===== config.mk =====
export PLATFORM = sky130hd
export DESIGN_NAME = inst_fetch_buffer
export DESIGN_NICKNAME = d
export VERILOG_FILES = /design/src/rtl/inst_fetch_buffer_pkg.sv /design/src/rtl/inst_fifo_ram.sv /design/src/rtl/inst_fetch_buffer.sv
export SDC_FILE = /design/constraint.sdc
export NUM_CORES = 1
export LEC_CHECK = 0
export CAP_MARGIN = 20
export CORE_MARGIN = 2
export CORE_UTILIZATION = 56
export CTS_BUF_LIST = sky130_fd_sc_hd__clkbuf_8
export CTS_CLUSTER_DIAMETER = 200
export DETAILED_ROUTE_END_ITERATION = 12
export MAX_ROUTING_LAYER = met4
export PLACE_DENSITY = 0.78
export REMOVE_ABC_BUFFERS = 1
export SLEW_MARGIN = 20
export SYNTH_ARGS = -nofsm -noshare
export SYNTH_HDL_FRONTEND = slang
export SYNTH_SLANG_ARGS = --single-unit

===== constraint.sdc =====
create_clock -name clk -period 3.8 [get_ports clk]
set_input_delay 0.38 -clock clk [delete_from_list [all_inputs] [get_ports clk]]
set_output_delay 0.38 -clock clk [all_outputs]
set_load 0.005 [all_outputs]

===== src/rtl/inst_fetch_buffer_pkg.sv =====
// rtl/inst_fetch_buffer_pkg.sv - shared constants and types for the instruction fetch buffer
package inst_fetch_buffer_pkg;

  // Default FIFO depth (power of two, at least 2)
  localparam int          IFB_DEPTH = 4;

  // Instruction presented while the buffer is empty
  localparam logic [31:0] INST_NOP  = 32'h0000_0000;

  // PC register reset constant (first increment lands on 0)
  localparam logic [31:0] PC_RESET  = 32'hffff_fffc;

  // One buffered fetch: the full request PC and the returned instruction
  typedef struct packed {
    logic [31:0] pc;
    logic [31:0] inst;
  } fetch_entry_t;

  // ROM is word addressed; the low PC bits never reach the memory
  function automatic logic [31:0] word_addr(input logic [31:0] pc);
    return {pc[31:2], 2'b00};
  endfunction

endpackage


===== src/rtl/inst_fifo_ram.sv =====
// rtl/inst_fifo_ram.sv - DEPTH x {pc, inst} storage, one sync write port, one comb read port
module inst_fifo_ram
  import inst_fetch_buffer_pkg::*;
#(
  parameter int DEPTH = IFB_DEPTH,
  parameter int AW    = $clog2(DEPTH)
) (
  input  logic          clk,
  input  logic          we,
  input  logic [AW-1:0] waddr,
  input  fetch_entry_t  wdata,
  input  logic [AW-1:0] raddr,
  output fetch_entry_t  rdata
);

  fetch_entry_t mem [DEPTH];

  // Write the returned fetch into its slot; contents need no reset since count gates the reads
  always_ff @(posedge clk) begin
    if (we) begin
      mem[waddr] <= wdata;
    end
  end

  assign rdata = mem[raddr];

endmodule


===== src/rtl/inst_fetch_buffer.sv =====
// rtl/inst_fetch_buffer.sv - IF response buffer: ROM issue, credit throttle, flush; optional FETCH_BYPASS_EN
module inst_fetch_buffer
  import inst_fetch_buffer_pkg::*;
#(
  parameter int          DEPTH           = IFB_DEPTH,
  parameter logic [31:0] RESET_PC_EXPECT = 32'h0000_0000
) (
  input  logic        clk,
  input  logic        rst,
  input  logic        req_valid,
  input  logic [31:0] req_pc,
  output logic        req_ready,
  output logic        mem_en,
  output logic [31:0] mem_addr,
  input  logic [31:0] mem_rdata,
  input  logic        flush,
  output logic        out_valid,
  output logic [31:0] out_pc,
  output logic [31:0] out_inst,
  input  logic        out_ready
);

  localparam int             AW      = $clog2(DEPTH);
  localparam logic [AW+1:0]  DEPTH_W = (AW+2)'(DEPTH);
  localparam logic [AW:0]    DEPTH_C = (AW+1)'(DEPTH);

  logic [AW:0]   count;
  logic [AW-1:0] wr_ptr;
  logic [AW-1:0] rd_ptr;
  logic          inflight;
  logic [31:0]   inflight_pc;

  logic [AW+1:0] credit;
  logic          fire;
  logic          push;
  logic          pop;
  logic          fifo_nonempty;
  logic          bypass_take;
  fetch_entry_t  head;
  fetch_entry_t  wr_entry;

  // An accepted fetch reserves a slot until its response lands, so a buffered
  // entry plus the outstanding read can never exceed the FIFO.
  assign credit        = {1'b0, count} + {{(AW+1){1'b0}}, inflight};
  assign req_ready     = !flush && (credit < DEPTH_W);
  assign fire          = req_valid && req_ready;
  assign fifo_nonempty = (count != '0);

  assign mem_en   = fire;
  assign mem_addr = fire ? word_addr(req_pc) : 32'h0000_0000;

`ifdef FETCH_BYPASS_EN
  logic bypass_active;
  assign bypass_active = inflight && !fifo_nonempty && !flush;
  assign bypass_take   = bypass_active && out_ready;
`else
  assign bypass_take   = 1'b0;
`endif

  assign push     = inflight && !flush && !bypass_take;
  assign pop      = fifo_nonempty && out_ready && !flush;
  assign wr_entry = '{pc: inflight_pc, inst: mem_rdata};

  inst_fifo_ram #(
    .DEPTH (DEPTH),
    .AW    (AW)
  ) u_ram (
    .clk   (clk),
    .we    (push),
    .waddr (wr_ptr),
    .wdata (wr_entry),
    .raddr (rd_ptr),
    .rdata (head)
  );

  // Present the head entry, or the live ROM response when bypassing an empty FIFO
  always_comb begin
    out_valid = 1'b0;
    out_pc    = 32'h0000_0000;
    out_inst  = INST_NOP;
    if (fifo_nonempty) begin
      out_valid = 1'b1;
      out_pc    = head.pc;
      out_inst  = head.inst;
    end
`ifdef FETCH_BYPASS_EN
    else if (bypass_active) begin
      out_valid = 1'b1;
      out_pc    = inflight_pc;
      out_inst  = mem_rdata;
    end
`endif
  end

  // Pointer, occupancy and in-flight tracking; flush drops the FIFO and the outstanding read
  always_ff @(posedge clk) begin
    if (!rst) begin
      count       <= '0;
      wr_ptr      <= '0;
      rd_ptr      <= '0;
      inflight    <= 1'b0;
      inflight_pc <= 32'h0000_0000;
    end else if (flush) begin
      count    <= '0;
      rd_ptr   <= wr_ptr;
      inflight <= 1'b0;
    end else begin
      if (push) begin
        wr_ptr <= wr_ptr + 1'b1;
      end
      if (pop) begin
        rd_ptr <= rd_ptr + 1'b1;
      end
      count    <= count + {{AW{1'b0}}, push} - {{AW{1'b0}}, pop};
      inflight <= fire;
      if (fire) begin
        inflight_pc <= req_pc;
      end
    end
  end

  // Remember that the next accepted fetch is the first one after reset
  logic first_fetch;
  always_ff @(posedge clk) begin
    if (!rst) begin
      first_fetch <= 1'b1;
    end else if (fire) begin
      first_fetch <= 1'b0;
    end
  end

  a_no_write_when_full : assert property (@(posedge clk) disable iff (!rst)
    !(push && count == DEPTH_C));

  a_count_bounded : assert property (@(posedge clk) disable iff (!rst)
    count <= DEPTH_C);

  a_reset_pc : assert property (@(posedge clk) disable iff (!rst)
    (fire && first_fetch) |-> (req_pc == RESET_PC_EXPECT));

endmodule


# After elaboration in Yosys (flattened, before gate mapping)
# Memory sizes are Yosys's and may differ from the RTL's. A register that Yosys moved wholly into a read port is not among the register bits.
# Cells that the tools add are included.
# word_totals
ff_bits	40
latch_bits	0
mem_bits_rw	256
mem_bits_ro	0
input_bits	69
output_inout_bits	99
word_cells	35
mem_count	1
# classes
add_sub_neg	5
mul	0
div_mod_pow	0
magnitude_cmp	1
n_eq_ne	0
n_shift	0
n_mux	10
bitwise	2
n_reduce_logical	11
# memory_table
memory	depth	width	rd	rd_clocked_by_memory_dff	write_ports	line	rtl
u_ram.mem	4	64	1	1	1	inst_fifo_ram.sv:16	fetch_entry_t mem [DEPTH];
# ops
op	count
32-bit 2-to-1 mux	3
2-bit 2-to-1 mux	4
1-bit logical AND	5
2-bit by 1-bit adder with 2-bit output, second input constant	2
3-bit by 1-bit adder with 4-bit output	1
4-bit by 3-bit < comparator with 1-bit output, second input constant	1
2-bit AND reduction	2
3-bit by 1-bit adder with 3-bit output	1
1-bit 2-to-1 mux	3
3-bit nonzero test	1
3-bit by 1-bit subtractor with 3-bit output	1
1-bit inverter	2
2-bit nonzero test	1
2-bit OR reduction	1
1-bit logical NOT	1

# Longest topological paths before layout
# logic_depth
ltp_word	7
ltp_mapped	10
mapped_depth_nobuf	9

# Modules after synthesis
# A second synthesis with hierarchy kept.
# hier_totals
hier_cells	631
hier_area_um2	11747.5
# by_module_without_submodules
mod	n_inst	cells_each	area_each_um2	seq_area_each_um2
inst_fifo_ram	1	338	9341.5	7687.4
inst_fetch_buffer	1	293	2406.1	800.8

# Least setup slack after synthesis
# No wires, ideal clock.
# synth_timing
kind	input to register
start	input port flush
end	memory u_ram.mem[0][0] in the netlist's numbering (enable)
setup_time_ns	0.429
arrival_time_ns	2.246
required_ns	3.371
path_slack_ns	1.126
cell_stages	3
n_path_buf	1
path_cell_list	nor2b_1 -> clkbuf_1 -> and2_1
# synth_via
elab_chain_len	4
# synth_rtl
element	line	rtl
start: declaration	inst_fetch_buffer.sv:16	input logic flush,
1-bit logical NOT	inst_fetch_buffer.sv:60	assign push = inflight && !flush && !bypass_take;
1-bit logical AND	inst_fetch_buffer.sv:60	
1-bit 2-to-1 mux	inst_fifo_ram.sv:20	if (we) begin
1-bit 2-to-1 mux (implied by the code)	inst_fifo_ram.sv:21	mem[waddr] <= wdata;
end: declaration	inst_fifo_ram.sv:16	
# No other way between the ends.

==> metrics.txt <==
Sink Count 298; I/O Pins 168; WP data required 3.42 ns; final setup violation count 0; Yosys reg bits 298; Pwr Total 6.230 mW; Ys Warns 0; Worst Setup Start Kind flip-flop; n_diodes 0; fin nets 901; Final Cycle Share 0.8355; Initial Util 0.5747; CTS Buffer Depth 3; Resized cells post-CTS 0; Final Util 0.7071; proportion of layout cells with a drive suffix above 1 0.1651; Routed WL 21710 um; CP endpoint kind primary output; worst-margin pin slew 0.9739 ns; postcts setup bufs 0; crit path kind reg2out; DRC Markers 0; core area 20430 sq um; commonest register cell after synthesis edfxtp_1; die width 148.8 um; CTS tree yes; Syn Inst Count 639; # hold bufs at CTS 0; Clk Latency, worst-skew pair 0.54 ns; Worst Path Max Fanout 21; die height 148.8 um; Synth cell types 31; Vias 6083; status finished, final reports clean; initial antenna violation count 0; cell area power density 431.2 nW/um^2; via/cell ratio 5.383; Avg WL per Cell 19.21 um; gp weighted congestion 0.7656; first-pass GRT wire length 33490 um; crit path time final 3.175 ns; Max-cap violations 0; vias in the first global route 6386; Arrival @ worst endpoint 2.80 ns; die area 22140 sq um; start of the worst register-to-register path inflight; asr flop ratio synth 0; Post-synth EDFFs 256; Worst VDD drop 0.0002500 V; Slew Limit Fails 0; std cell rows 52; post-route cell area 14450 sq um; Slew HR 0.3508; gr ovfl total 0; f_max 0.3150 GHz; Reg clk slew, reported paths 0.07 ns; Area Growth Syn to Fin 23.04%; initial drt markers 322; DP Area 13630 sq um; worst hold path startpoint req_pc[30]; first-pass iteration count of the detailed router 4; Hold Crit Class in2reg; H-tree depth 2; PortBufs 165; CTS Root Cell clkbuf_8; hpwl dp 12830 um; Final Skew 0.01426 ns; largest net degree at the start of global routing 66; setup total negative slack 0 ns; Hold Vio Cnt, Final 0; Synth Cell Area 11740 sq um; DRT antenna net count 0; sequential area share after synthesis 0.7263; RSZ-0062 raised after global routing false; Total GRT Usage 0.2066; P_leak 4.825 nW; CTS Buf Count 44; Mean Syn Cell Area 18.37 sq um
-- metrics by stage --
step | hold slack (ns) | instances | setup WS, ns
3_5_place_dp | 0.4876 | 1048 | 0.8049
3_3_place_gp | 0.4682 | 1048 | 0.8515
2_1_floorplan | 0.4600 | 601 | -0.1224
5_1_grt | 0.4006 | 1130 | 0.4456
4_1_cts | 0.3776 | 1130 | 0.5151
6_report | 0.4179 | 1130 | 0.6250
-- logic make-up after synthesis --
logic type / count (synthesis) / synth area share
AOI/OAI and AO/OA: 9 / 0.005755
DFF: 298 / 0.7263
other: 1 / 0.0003194
buffers and inverters: 45 / 0.02462
muxes: 97 / 0.1509
xor gates and xnor gates: 4 / 0.002984
and+or+nand+nor: 177 / 0.07992
adders and majority gates: 8 / 0.009164
-- cells in the final DEF (no fill, tap or decap), types with 4 or more instances in the layout --
master / instances
mux2i_1: 33
clkinv_1: 11
mux4_2: 64
dfxtp_1: 40
and2_4: 4
clkbuf_8: 49
buf_4: 8
nor2_1: 4
and2_1: 95
clkdlybuf4s50_1: 164
buf_12: 4
edfxtp_1: 256
ha_1: 7
inv_1: 20
clkinv_2: 6
nand2_1: 66
-- path summary, 6_finish.rpt --
kind              cells past startpoint               end  slack [ns]
setup / recovery                      4         out_pc[3]        0.62
hold / removal                        3   inflight_pc[30]        0.42
setup reg to reg                      9          count[2]        1.34
hold reg to reg                       0  u_ram.mem[0][55]        0.49
-- Yosys cell counts (2+ instances only) --
library cell | n | area share
a21oi_1 | 2 | 0.00085
and2_1 | 99 | 0.053
and3_1 | 2 | 0.0011
buf_12 | 3 | 0.0051
buf_2 | 6 | 0.0026
buf_4 | 9 | 0.0058
buf_6 | 4 | 0.0038
clkbuf_1 | 17 | 0.0054
dfxtp_1 | 42 | 0.072
edfxtp_1 | 256 | 0.65
ha_1 | 7 | 0.0075
inv_1 | 6 | 0.0019
mux2i_1 | 33 | 0.028
mux4_2 | 64 | 0.12
nand2_1 | 66 | 0.021
nor2_1 | 4 | 0.0013
nor2b_1 | 2 | 0.0011
o21ai_0 | 2 | 0.00085
xnor2_1 | 2 | 0.0015
xor2_1 | 2 | 0.0015
-- routing by layer --
layer  vias to the layer above  global-route usage  share of wire
met4                         0             0.05571          0.013
met5                         -                   -              0
met3                        27             0.04098          0.058
li1                       2799                   -              -
met1                      3054              0.2722           0.43
met2                       203              0.3359           0.50
-- registers in the layout (all words and copies together), names as in the netlist, named ones only --
name and flops:
rd_ptr 2, inflight_pc 32, wr_ptr 2, count 3, inflight 1, u_ram.mem 256
-- cell type report --
class	instances	area, sq um
clock inverter	33	138.9
multi-input combinational	297	2950
sequential	298	8536
tap	270	337.8
timing repair buffer	177	1787
inverter	6	22.52
fill	1323	5983
clock buffer	49	674.4
-- where the power goes --
group	leakage [nW]	switching (mW)	internal, mW
clock network	0.468	1.11	1.19
registers	2.66	0.0437	3.58
logic	1.70	0.119	0.192
total	4.82	1.27	4.95
-- critical path, stage by stage (launching register included) --
cell and delay [ns]:
dfxtp_4 0.63, buf_4 0.42, mux4_2 0.55, and2_1 0.19, clkdlybuf4s50_1 0.46
Note: power is estimated with default switching activity, not from simulation.
